--- config.mk ---
export PLATFORM = sky130hd
export DESIGN_NAME = gerador_codigo
export DESIGN_NICKNAME = d
export VERILOG_FILES = /design/src/rtl/gerador_codigo.sv
export SDC_FILE = /design/constraint.sdc
export NUM_CORES = 1
export LEC_CHECK = 0
export BUFFER_PORTS_ARGS = -buffer_cell sky130_fd_sc_hd__clkbuf_2
export CAP_MARGIN = 20
export CORE_UTILIZATION = 48
export CTS_CLUSTER_DIAMETER = 120
export DETAILED_ROUTE_END_ITERATION = 10
export PLACE_DENSITY_LB_ADDON = 0.25
export SYNTH_ARGS = -nofsm -noshare
export SYNTH_HDL_FRONTEND = slang
export SYNTH_SLANG_ARGS = --single-unit
--- constraint.sdc ---
create_clock -name clk -period 3.7 [get_ports clk]
set_input_delay 0.185 -clock clk [delete_from_list [all_inputs] [get_ports clk]]
set_output_delay 0.185 -clock clk [all_outputs]
set_load 0.02 [all_outputs]
--- src/rtl/gerador_codigo.sv ---
// gerador_codigo: code sequencer feeding the 5-bit-to-7-segment decoder.
// Steps `codigo` through 0..MAX_CODE at a prescaled rate. Two raw
// pushbuttons toggle run/pause and up/down. A valid/ready port loads an
// explicit code.
// Optional feature macro: GERADOR_DEBOUNCE_EN. When it is defined, each
// button gets a debounce counter. When it is undefined, the filtered
// level is simply the synchronized level.
// Debug: `estado` mirrors the FSM state (0 = PAUSA, 1 = RODA, 2 = CARREGA).

module gerador_codigo #(
  parameter int PRESCALE        = 50_000_000,
  parameter int MAX_CODE        = 19,
  parameter int DEBOUNCE_CYCLES = 1_000_000
) (
  input  logic       clk,
  input  logic       rst_n,
  input  logic       btn_pausa,
  input  logic       btn_sentido,
  input  logic       carga_valida,
  input  logic [4:0] carga_dado,
  output logic       carga_pronta,
  output logic [4:0] codigo,
  output logic       passo,
  output logic       rodando,
  output logic       desce,
  output logic       erro_carga,
  output logic [1:0] estado
);

  localparam int              PW       = (PRESCALE > 1) ? $clog2(PRESCALE) : 1;
  localparam logic [PW-1:0]   PRE_LAST = PW'(PRESCALE - 1);
  localparam logic [4:0]      MAX_C    = 5'(MAX_CODE);

  typedef enum logic [1:0] {
    PAUSA   = 2'd0,
    RODA    = 2'd1,
    CARREGA = 2'd2
  } estado_t;

  estado_t         st;
  estado_t         ret;
  logic [PW-1:0]   pre;

  // ---------------------------------------------------------------------
  // Button conditioning: bit 0 = pausa, bit 1 = sentido.
  // raw -> sync1 -> sync2 -> nivel (filtered) -> nivel_q (edge detect).
  // ---------------------------------------------------------------------
  logic [1:0] btn_raw;
  logic [1:0] sync1;
  logic [1:0] sync2;
  logic [1:0] nivel;
  logic [1:0] nivel_q;
  logic [1:0] evento;

  assign btn_raw = {btn_sentido, btn_pausa};

  // Two-flop synchronizer for the asynchronous pushbuttons.
  always_ff @(posedge clk or negedge rst_n) begin
    if (!rst_n) begin
      sync1 <= '0;
      sync2 <= '0;
    end else begin
      sync1 <= btn_raw;
      sync2 <= sync1;
    end
  end

`ifdef GERADOR_DEBOUNCE_EN
  localparam int            DW       = $clog2(DEBOUNCE_CYCLES + 1);
  localparam logic [DW-1:0] DEB_LAST = DW'(DEBOUNCE_CYCLES);

  logic [DW-1:0] cnt [2];

  // The level follows the input only after DEBOUNCE_CYCLES consecutive
  // cycles of disagreement. Any cycle of agreement restarts the count.
  always_ff @(posedge clk or negedge rst_n) begin
    if (!rst_n) begin
      nivel <= '0;
      for (int i = 0; i < 2; i++) begin
        cnt[i] <= '0;
      end
    end else begin
      for (int i = 0; i < 2; i++) begin
        if (sync2[i] != nivel[i]) begin
          if (cnt[i] == DEB_LAST) begin
            nivel[i] <= sync2[i];
            cnt[i]   <= '0;
          end else begin
            cnt[i] <= cnt[i] + DW'(1);
          end
        end else begin
          cnt[i] <= '0;
        end
      end
    end
  end
`else
  // No filtering: register the synchronized level directly.
  always_ff @(posedge clk or negedge rst_n) begin
    if (!rst_n) begin
      nivel <= '0;
    end else begin
      nivel <= sync2;
    end
  end
`endif

  // Previous filtered level, used for rising-edge detection.
  always_ff @(posedge clk or negedge rst_n) begin
    if (!rst_n) begin
      nivel_q <= '0;
    end else begin
      nivel_q <= nivel;
    end
  end

  // A rising edge of the filtered level lasts exactly one cycle.
  assign evento = nivel & ~nivel_q;

  logic pausa_ev;
  logic sentido_ev;

  assign pausa_ev   = evento[0];
  assign sentido_ev = evento[1];

  // ---------------------------------------------------------------------
  // Load handshake (valid/ready):
  //   A transfer happens on a rising edge where carga_valida and
  //   carga_pronta are both high. carga_valida may be held across cycles.
  //   carga_pronta is registered. It is low only while in CARREGA, so
  //   transfers can occur at most every second cycle.
  // ---------------------------------------------------------------------
  logic       transfer;
  logic       carga_ok;
  logic [4:0] carga_val;

  assign transfer  = carga_valida & carga_pronta;
  assign carga_ok  = (carga_dado <= MAX_C);
  assign carga_val = carga_ok ? carga_dado : 5'd0;

  // The toggle helper swaps PAUSA and RODA. CARREGA never appears as an argument.
  function automatic estado_t alterna(input estado_t s);
    return (s == RODA) ? PAUSA : RODA;
  endfunction

  // Next code in the chosen direction, wrapping within 0..MAX_CODE.
  function automatic logic [4:0] proximo(input logic [4:0] c, input logic d);
    if (d) begin
      return (c == 5'd0) ? MAX_C : (c - 5'd1);
    end else begin
      return (c >= MAX_C) ? 5'd0 : (c + 5'd1);
    end
  endfunction

  // A pausa event that coincides with a load, or arrives during CARREGA,
  // is applied to the state the load returns to.
  estado_t ret_alvo;
  estado_t ret_novo;

  assign ret_alvo = pausa_ev ? alterna(ret) : ret;
  assign ret_novo = pausa_ev ? alterna(st) : st;

  // Main FSM: state, prescaler, code and all registered outputs.
  always_ff @(posedge clk or negedge rst_n) begin
    if (!rst_n) begin
      st           <= PAUSA;
      ret          <= PAUSA;
      pre          <= '0;
      codigo       <= 5'd0;
      desce        <= 1'b0;
      passo        <= 1'b0;
      erro_carga   <= 1'b0;
      rodando      <= 1'b0;
      carga_pronta <= 1'b1;
    end else begin
      passo      <= 1'b0;
      erro_carga <= 1'b0;

      // Any step taken in this same cycle still reads the old direction.
      if (sentido_ev) begin
        desce <= ~desce;
      end

      case (st)
        CARREGA: begin
          st           <= ret_alvo;
          rodando      <= (ret_alvo == RODA);
          carga_pronta <= 1'b1;
          pre          <= '0;
        end

        default: begin
          if (transfer) begin
            // A load takes priority over a prescaler wrap in the same cycle.
            ret          <= ret_novo;
            st           <= CARREGA;
            rodando      <= 1'b0;
            carga_pronta <= 1'b0;
            pre          <= '0;
            codigo       <= carga_val;
            passo        <= (carga_val != codigo);
            erro_carga   <= ~carga_ok;
          end else if (st == RODA) begin
            if (pre == PRE_LAST) begin
              pre    <= '0;
              codigo <= proximo(codigo, desce);
              passo  <= 1'b1;
            end else begin
              pre <= pre + PW'(1);
            end
            // A pause that coincides with a step still lets the step happen.
            if (pausa_ev) begin
              st      <= PAUSA;
              rodando <= 1'b0;
            end
          end else if (pausa_ev) begin
            st      <= RODA;
            rodando <= 1'b1;
          end
        end
      endcase
    end
  end

  assign estado = st;

endmodule

==> results.md, run 1 <==
- Run status: complete, no violations
- Placer Congestion: 0.8509
- Worst-path fanout max: 11
- R2R setup slack: 1.46 ns
- Synthesis-to-finish area growth: 10.10%
- Placed Instances: 397
- Clock buffer count from CTS: 5
- Ant diodes: 0
- Total track usage: 21.90%
- Peak Freq: 0.4458 GHz
- Full die area: 6250 sq um
- Routed vias: 2,446
- Post-Place Setup Slack: 1.448 ns
- Reg-to-Reg End: pre[9]
- Critical Path Source: pre[0]
- Startpoint type of the worst setup path: register
- CTS tree: done
- Vias/cell: 5.995
- Nets@finish: 348
- Clock transition at the registers of the reported paths: 0.09 ns
- CTS Root Cell: clkbuf_8
- Final setup violation count: 0
- Post-synth ARST share: 100.0%
- Final min period: 2.243 ns
- Mapped cell area: 2850 sq um
- Worst hold path type: primary input to register
- Final TNS setup: 0 ns
- R2r worst-path depth: 6
- Critical Path RT: 3.88 ns
- Site Rows: 27
- Fraction of layout cells with a size suffix above 1: 14.88%
- Origin of the critical flop-to-flop path: pre[0]
- Vias in the first global route: 2,441
- Post-synth top area share: 41.26%
- Commonest register cell after synthesis: dfrtp_1
- Grt ovf: 0
- Ranking of synthesized cells by area: dfrtp_1, nand3_1, nand2_1
- Routed len/inst: 15.30 um
- Worst ir drop on vdd: 352.6 uV
- Fin. Hold Viols: 0
- First-pass GRT wire length: 10,810 um
- Netlist cell types: 64
- Final Slew Violations: 0
- Leak pwr: 1.313 nW
- RSZ-0062 raised after global routing: false
- Pwr Total: 2.019 mW
- Syn. warnings: 0
- Element type at the critical path end: register
- WHS: 0.05518 ns
- Synth Instances: 318
- IO Count: 22
- DRT Wirelength: 6243 um
- Crit path to: pre[9]
- Fin crit share: 60.63%
- Insertion delay to the later sink of the worst-skew pair: 0.31 ns
- EDFF count, synth: 0
- Final cell count without fillers: 408
- CORE AREA: 5608 sq um
- Yosys top cell by area: dfrtp_1
- Die height: 79.06 um
- Initial Utilization: 50.83%
- Sequential area share after synthesis: 42.19%
- Max cap viols: 0
- Final worst clock skew: 0.002093 ns
- Power Dens Cells: 643.5 nW/um^2
- Post-synthesis net count: 331
- Worst slew margin: 52.58%
- Largest net degree at the start of global routing: 49
- Arr. time, crit path: 2.43 ns
- Design area: 3138 sq um
- Width of the die: 79.06 um
- Clk buf depth: 2
- Iter 0 DRT Violations: 176
- DP Area: 2993 sq um
- HPWL Detailed: 4280 um
- Worst Tran Pin Value: 0.7039 ns
- Fin worst setup slack: 1.457 ns
- Port bufs: 21
- Mean area per synthesized cell: 8.963 sq um
- H-Tree Depth: 2
- 1st-pass router iterations: 4
- Antenna violations before repair: 0
- Synth Register Bits: 48
- WS Path Type: register to register
- Routed Antenna Nets: 0
- Clk sinks: 48
- Setup bufs post-CTS: 0
- Util after Layout: 55.96%
- Drc violations: 0
timing repair:
action | 4_1_cts | 5_1_grt
resized for setup | 0 | 0
hold buffers | 3 | 0
endpoints found under the hold margin | 49 | 0
area by class of cell:
| type | instances | area (sq um) |
|---|---|---|
| clock buffer | 5 | 68.82 |
| clock inverter | 3 | 46.29 |
| timing repair buffer | 26 | 150.1 |
| sequential | 48 | 1202 |
| tap | 72 | 90.09 |
| inverter | 6 | 22.52 |
| multi-input combinational | 248 | 1558 |
| fill | 520 | 2470 |
kinds of logic after synthesis:
kind of cell / share of synthesized area [%]
fa+ha+maj: 1.317
flops: 42.19
mux: 0.7024
buf+inv: 3.160
compound gates: 17.52
xor+xnor: 5.531
simple gates: 29.59
layer usage:
layer	wire length, um	global-route usage (%)	vias to the layer above	part of all wire [%]
li1	-	-	1194	-
met2	2907	35.78	67	47
met4	116	9.818	0	1.9
met1	2979	27.88	1170	48
met5	0	0	-	0
met3	239	4.483	15	3.8
cell usage in the layout, fill, tap and decap left out, types with 4 or more instances in the layout:
cell,Yosys,routed
xor2_1,13,13
nor2_1,26,26
nand2_1,31,31
a31oi_1,4,4
nand2b_1,10,10
nor3_1,8,8
nand3_1,25,25
xnor2_1,5,5
clkbuf_8,0,5
a21oi_1,23,23
nand4_1,7,7
or3_1,7,7
clkbuf_2,0,21
dfrtp_1,47,47
inv_1,6,6
o21ai_0,18,18
worst min-delay path by stage:
| stage | startpoint | endpoint | slack (ns) | cells past startpoint |
|---|---|---|---|---|
| finish | carga_valida | carga_pronta | 0.06 | 2 |
| global route | carga_valida | carga_pronta | 0.07 | 2 |
| floorplan | rst_n | codigo[0] | -0.11 | 0 |
| CTS | carga_valida | carga_pronta | 0.05 | 2 |
| detailed placement | btn_sentido | sync1[1] | 0.29 | 1 |
| global placement | btn_sentido | sync1[1] | 0.29 | 1 |
flip-flops by register name (all words and copies together) (netlist names), 2 cells and up:
name / count
pre: 26
sync1: 2
codigo: 5
nivel_q: 2
sync2: 2
nivel: 2
ret: 2
estado: 2
synthesized netlist by cell type (2+ instances only):
cell       n
o21ai_0   18
a21oi_1   23
nand4b_1   2
or3_1      7
xnor2_1    5
and2_1     3
inv_1      6
nand2_1   31
a31oi_1    4
and2b_2    2
or4_1      2
o31ai_1    2
nand2b_1  10
xor2_1    13
nor4_4     3
a211oi_1   3
nand3_1   25
clkbuf_1  14
a311oi_1   2
o21a_1     2
nor2_1    26
nor4b_1    3
nor2b_1    3
ha_1       3
mux2i_1    2
dfrtp_1   47
o211ai_1   3
o22ai_1    3
nor3_1     8
nand4_1    7
and3_1     3
critical path: stages, from the launching register on:
cell and delay [ns]:
dfrtp_1 0.45, ha_1 0.21, nand3_1 0.23, nor4_4 0.56, nand2_4 0.15, o21ai_2 0.42, nor2_1 0.10
power breakdown:
group / internal [mW] / switching (mW)
Sequential: 0.619 / 0.194
Combinational: 0.321 / 0.492
Clock: 0.204 / 0.189
Total: 1.14 / 0.875
(Power assumes the default switching activity.)
==> inputs of run 2 (changes only) <==
--- a/config.mk
+++ b/config.mk
@@ -5,6 +5,7 @@
 export SDC_FILE = /design/constraint.sdc
 export NUM_CORES = 1
 export LEC_CHECK = 0
+export ABC_AREA = 1
 export BUFFER_PORTS_ARGS = -buffer_cell sky130_fd_sc_hd__clkbuf_2
 export CAP_MARGIN = 20
 export CORE_UTILIZATION = 48
==> constraint.sdc (replaced) <==
create_clock -name clk -period 2.26 [get_ports clk]
set_input_delay 0.113 -clock clk [delete_from_list [all_inputs] [get_ports clk]]
set_output_delay 0.113 -clock clk [all_outputs]
set_load 0.02 [all_outputs]
==> run 2 against run 1 <==
Register-to-register slack worse by 1.0 ns; cell area up 3.0%; count of clock-buffer cells in the layout up 1; clock power rose by 27%; sequential power increased by 44%; highest routed layer unchanged.
==> results.md, run 2 <==
- Site Rows: 28 (+3.7%)
- Vias in the first global route: 2,496 (+2.3%)
- Commonest register cell after synthesis: dfrtp_1
- Iter 0 DRT Violations: 148 (-16%)
- Post-synth top area share: 39.90% (-1.4 points)
- Clock buffer count from CTS: 5 (unchanged)
- Final TNS setup: 0 ns (unchanged)
- First-pass GRT wire length: 11,460 um (+6.1%)
- Element type at the critical path end: register
- Ant diodes: 0 (unchanged)
- Worst path bufs/invs: 1 (+1)
- Critical Path RT: 2.45 ns (-1.43 ns)
- Critical-path cell list: nand2_2 -> nand2_1 -> nor2_4 -> inv_4 -> nand2_1 -> xor2_1 -> nor2_1
- Synth Instances: 417 (+31%)
- Sequential fraction of design power: 39.3% (-1.0 points)
- Routed len/inst: 12.46 um (-19%)
- Fin. Hold Viols: 0 (unchanged)
- Biggest regs: pre (26), codigo (5)
- Run status: complete, no violations
- Pwr Total: 2.972 mW (+47%)
- Peak Freq: 0.5499 GHz (+23%)
- Fraction of layout cells with a size suffix above 1: 11.91% (-3.0 points)
- EDFF count, synth: 0 (unchanged)
- Setup bufs post-CTS: 0 (unchanged)
- Worst slew margin: 55.74% (+3.2 points)
- Worst hold path type: primary input to register
- Max cap viols: 0 (unchanged)
- Grt ovf: 0 (unchanged)
- Leak pwr: 1.578 nW (+20%)
- Commonest cells post-synth: nand2_1, nor2_1, inv_1, dfrtp_1, nand3_1
- Width of the die: 80.37 um (+1.7%)
- CORE AREA: 5921 sq um (+5.6%)
- Top-count cell post-synth: nand2_1
- Antenna violations before repair: 0 (unchanged)
- CTS tree: done
- Most common cell after layout, fill and taps aside: nand2_1
- Full die area: 6459 sq um (+3.3%)
- Sw Share: 46.08% (+2.7 points)
- Syn. warnings: 0 (unchanged)
- WS Path Type: register to register
- Final setup violation count: 0 (unchanged)
- Startpoint type of the worst setup path: register
- Slowest stage cell on the critical path: dfstp_2
- Synth Register Bits: 48 (unchanged)
- Sw Pwr: 1.369 mW (+56%)
- Die height: 80.37 um (+1.7%)
- Final Slew Violations: 0 (unchanged)
- Logic pwr share: 43.8% (+3.5 points)
- Port bufs: 21 (unchanged)
- Worst-path fanout max: 19 (+8)
- 1st-pass router iterations: 4 (unchanged)
- Cts hold-fix bufs: 3 (unchanged)
- Routed vias: 2,627 (+7.4%)
- Worst Tran Pin Value: 0.6570 ns (-0.04692 ns)
- Post-cts resize count: 0 (unchanged)
- CTS Root Cell: clkbuf_8
- Routed Antenna Nets: 0 (unchanged)
- Initial Utilization: 49.79% (-1.0 points)
- Clk buf depth: 2 (unchanged)
- Nets@finish: 457 (+31%)
- DRT Wirelength: 6478 um (+3.8%)
- Final worst clock skew: 0.006898 ns (+0.004805 ns)
- IO Count: 22 (unchanged)
- Clock share of power: 16.9% (-2.6 points)
- CP peak stage delay: 0.39 ns (-0.17 ns)
- Mean area per synthesized cell: 7.069 sq um (-21%)
- Vias/cell: 5.052 (-16%)
- Most frequent CP cell: nand2_1
- Most frequent cells in the layout: nand2_1, nor2_1, inv_1
- Post-synthesis net count: 430 (+30%)
- Max reg flops: 26 (unchanged)
- CP delay by family, top: simple AND/OR/NAND/NOR gates
- Clk sinks: 48 (unchanged)
- Total track usage: 22.93% (+1.0 points)
- Fin crit share: 80.47% (+20 points)
- Insertion delay to the later sink of the worst-skew pair: 0.30 ns (about the same)
- RSZ-0062 raised after global routing: false
- Power Dens Cells: 919.5 nW/um^2 (+43%)
- Worst ir drop on vdd: 504.4 uV (+43%)
- Drc violations: 0 (unchanged)
- Synthesis-to-finish area growth: 9.635%
- Fill count: 586 (+13%)
- Post-synth ARST share: 100.0% (unchanged)
- HPWL Detailed: 4789 um (+12%)
- Largest net degree at the start of global routing: 22 (-55%)
- R2R setup slack: 0.44 ns (-1.02 ns)
- Sequential area share after synthesis: 40.79% (-1.4 points)
- Final min period: 1.819 ns (-0.4246 ns)
- Pint: 1.602 mW (+40%)
- Most flop-heavy register: pre
- H-Tree Depth: 2 (unchanged)
- Clock transition at the registers of the reported paths: 0.09 ns (about the same)
- Ranking of synthesized cells by area: dfrtp_1, nand2_1, nor2_1
- Placer Congestion: 0.8726 (+2.6%)
- Yosys top cell by area: dfrtp_1
- Mapped cell area: 2948 sq um (+3.4%)
- Netlist cell types: 31 (-52%)
- Arr. time, crit path: 2.01 ns (-0.42 ns)
## run 2: cell count changes after synthesis, moves of 6 or more
cell      before  now
nand2_1       31  135
nand2b_1      10    0
clkbuf_1      14    1
nor2_1        26   59
o21ai_1        0    6
inv_1          6   53
or3_1          7    0
a21oi_1       23    3
nand4_1        7   13
nor2_4         0    6
## run 2: cell type report
cell class | count | area, sq um | share of cell area, %
multi-input cells | 308 | 1491 | 46.15
clock buffers | 6 | 72.57 | 2.245
repair buffers | 26 | 150.1 | 4.646
inverters | 55 | 209.0 | 6.465
flip-flops and latches | 48 | 1202 | 37.20
well taps | 75 | 93.84 | 2.904
clock inverters | 2 | 12.51 | 0.3871
## run 2: through the flow
step | instance area (sq um) | setup slack [ns] | hold WS [ns] | utilization, % | std cells
4_1_cts | 3232 | 0.4406 | 0.1868 | 54.59 | 520
3_5_place_dp | 3117 | 0.4896 | 0.07313 | 52.64 | 509
5_1_grt | 3232 | 0.2995 | 0.2403 | 54.59 | 520
2_1_floorplan | 2948 | 0.7582 | -0.1826 | - | 417
3_3_place_gp | 3117 | 0.5259 | 0.05925 | 52.64 | 509
6_report | 3232 | 0.4414 | 0.1946 | 54.59 | 520
## run 2: cell families after synthesis
logic type,count (synthesis),synth area share (%)
and+or+nand+nor,263,39.73
buffers and inverters,61,8.616
DFF,48,40.79
AOI/OAI and AO/OA,26,4.838
xor gates and xnor gates,16,4.754
adders and majority gates,3,1.273
## run 2: worst paths after layout
kind,from,end,depth (start not counted)
hold reg to reg,sync1[1],sync2[1],0
setup / recovery,carga_pronta,pre[4],7
max in group asynchronous,rst_n,pre[4],3
hold / removal,carga_dado[2],codigo[2],5
min in group asynchronous,rst_n,pre[21],2
setup reg to reg,carga_pronta,pre[4],7
## run 2: worst min-delay path, delay by kind of cell
kind	cells	cell delay, ns
buffers and inverters	1	0.11
AND/OR/NAND/NOR	4	0.24
## run 2: routing by layer
metal	routed length, um	global-route usage (%)	part of all wire (%)	vias up
li1	-	-	-	1357
met1	3156	31.97	49	1195
met2	2949	36.27	46	63
met3	275	4.091	4.2	12
met4	97	6.786	1.5	0
met5	0	0	0	-
## run 2: power groups by stage
stage               logic, mW  registers, mW  clock network [mW]
finish                   1.30           1.17               0.501
global route             1.48           1.19               0.551
CTS                      1.31           1.16               0.523
detailed placement       1.30           1.18                   0
global placement         1.28           1.17                   0
floorplan               0.938           1.23                   0
==> inputs of run 3 (changes only) <==
==> constraint.sdc (replaced) <==
create_clock -name clk -period 1.8 [get_ports clk]
set_input_delay 0.09 -clock clk [delete_from_list [all_inputs] [get_ports clk]]
set_output_delay 0.09 -clock clk [all_outputs]
set_load 0.02 [all_outputs]
==> run 3 against run 2 <==
Clock skew rose by 0.0026 ns; critical path depth rose by 1; cell area rose by 3.4%; hold slack got worse by 0.021 ns; sequential share of layout area fell by 1.2 points; utilization rose by 1.9 points; wire length rose by 0.68%; power rose by 39%; via count rose by 1.3%; die area did not move; fmax rose by 11%; combinational power rose by 34%; critical path type unchanged; largest power group unchanged.
==> results.md, run 3 (same netlist as run 2, synthesis figures left out) <==
- Max cap viols: 0 (unchanged)
- WS Path Type: register to register
- Final Slew Violations: 0 (unchanged)
- Largest net degree at the start of global routing: 28 (+27%)
- Vias/cell: 5.078 (+0.52%)
- Clock transition at the registers of the reported paths: 0.09 ns (about the same)
- Initial Utilization: 49.79% (unchanged)
- Pwr Total: 4.133 mW (+39%)
- Worst ir drop on vdd: 745.9 uV (+48%)
- HPWL Detailed: 4825 um (+0.75%)
- R2r worst-path depth: 8 (+1)
- Most flop-heavy register: pre
- Clk sinks: 48 (unchanged)
- Biggest regs: pre (26), codigo (5)
- Worst Tran Pin Value: 0.5764 ns (-0.08055 ns)
- Fin worst setup slack: 0.1657 ns (-0.2757 ns)
- Post-Place Setup Slack: 0.1629 ns (-0.3267 ns)
- Full die area: 6459 sq um (unchanged)
- Final cell count without fillers: 524 (+0.77%)
- Grt ovf: 0 (unchanged)
- Fin. Hold Viols: 0 (unchanged)
- Clk buf depth: 2 (unchanged)
- DP Area: 3159 sq um (+1.4%)
- Routed Antenna Nets: 0 (unchanged)
- First-pass GRT wire length: 10,940 um (-4.5%)
- Design area: 3343 sq um (+3.4%)
- Most common cell after layout, fill and taps aside: nand2_1
- Fraction of layout cells with a size suffix above 1: 13.36% (+1.5 points)
- Hold Path Depth: 5 (unchanged)
- Leak pwr: 1.634 nW (+3.5%)
- Worst-path fanout max: 18 (-1)
- Final min period: 1.634 ns (-0.1843 ns)
- Placer Congestion: 0.9008 (+3.2%)
- Routed vias: 2,661 (+1.3%)
- Antenna violations before repair: 0 (unchanged)
- Element type at the critical path end: register
- CTS tree: done
- Peak Freq: 0.6119 GHz (+11%)
- Setup bufs post-CTS: 0 (unchanged)
- Die height: 80.37 um (unchanged)
- CORE AREA: 5921 sq um (unchanged)
- Final worst clock skew: 0.009480 ns (+0.002583 ns)
- Most frequent cells in the layout: nand2_1, nor2_1, inv_1
- Max reg flops: 26 (unchanged)
- Insertion delay to the later sink of the worst-skew pair: 0.31 ns (about the same)
- IO Count: 22 (unchanged)
- CTS Root Cell: clkbuf_8
- Vias in the first global route: 2,385 (-4.4%)
- Final setup violation count: 0 (unchanged)
- Fin crit share: 90.79% (+10 points)
- Placed Instances: 513 (+0.79%)
- Port bufs: 21 (unchanged)
- WHS: 0.1736 ns (-0.02101 ns)
- Startpoint type of the worst setup path: register
- Arr. time, crit path: 1.83 ns (-0.18 ns)
- Ant diodes: 0 (unchanged)
- Synthesis-to-finish area growth: 13.41%
- DRT Wirelength: 6522 um (+0.68%)
- Routed len/inst: 12.45 um (about the same)
- Width of the die: 80.37 um (unchanged)
- Util after Layout: 56.47% (+1.9 points)
- Power Dens Cells: 1236 nW/um^2 (+34%)
- Run status: complete, no violations
- Final TNS setup: 0 ns (unchanged)
- Total track usage: 22.14% (-0.79 points)
- Nets@finish: 461 (+0.88%)
- Site Rows: 28 (unchanged)
- Clock buffer count from CTS: 5 (unchanged)
- Iter 0 DRT Violations: 134 (-9.5%)
- Worst hold path type: primary input to register
- 1st-pass router iterations: 4 (unchanged)
- RSZ-0062 raised after global routing: false
- Critical Path RT: 2.00 ns (-0.45 ns)
- Worst slew margin: 61.57% (+5.8 points)
- H-Tree Depth: 2 (unchanged)
- Drc violations: 0 (unchanged)
[run 3: cell types whose count changed in the layout (fill, tap and decap cells not counted), sizes merged]
cell,delta
bufinv,+2
buf,+4
inv,+1
clkinv,-1
clkinvlp,-1
clkbuf,-1
[run 3: what timing repair did]
item                                    CTS  global route
gates resized for setup                   0             3
hold endpoints to repair                 23             0
hold buffers                              3             0
endpoints found under the setup margin    0             6
[run 3: critical path: stages (launching register included)]
cell and delay, ns:
dfrtp_1 0.39, ha_1 0.23, nand3_2 0.11, nor2_2 0.13, nand2_2 0.11, nor2_4 0.12, nand4_2 0.18, nand2_8 0.19
nor2_1 0.06
[run 3: cell type report]
class,count,area [sq um]
clock buffers,5,68.82
clock inverters,3,68.82
fillers,552,2577
inverters,55,209.0
multi-input cells,308,1508
flip-flops and latches,48,1202
well taps,75,93.84
repair buffers,30,192.7
[run 3: path summary, 6_finish.rpt]
kind                                from  slack (ns)            to
min                        carga_dado[2]        0.17     codigo[2]
min in group asynchronous          rst_n        0.30       pre[15]
min reg2reg                     sync2[1]        0.36      nivel[1]
max                               pre[0]        0.17       pre[21]
max reg2reg                       pre[0]        0.17       pre[21]
max in group asynchronous          rst_n        0.88  carga_pronta
[run 3: per-layer routing]
| metal | GRT usage (%) | share of wire [%] | vias to the layer above |
|---|---|---|---|
| met2 | 36.02 | 47 | 47 |
| li1 | - | - | 1371 |
| met1 | 30.35 | 49 | 1235 |
| met5 | 0 | 0 | - |
| met3 | 3.523 | 3.0 | 8 |
| met4 | 6.250 | 1.3 | 0 |
[run 3: report_power, final]
part / switching, mW / internal (mW) / total [mW]
Combinational: 1.18 / 0.555 / 1.74
Clock: 0.387 / 0.559 / 0.947
Sequential: 0.193 / 1.25 / 1.45
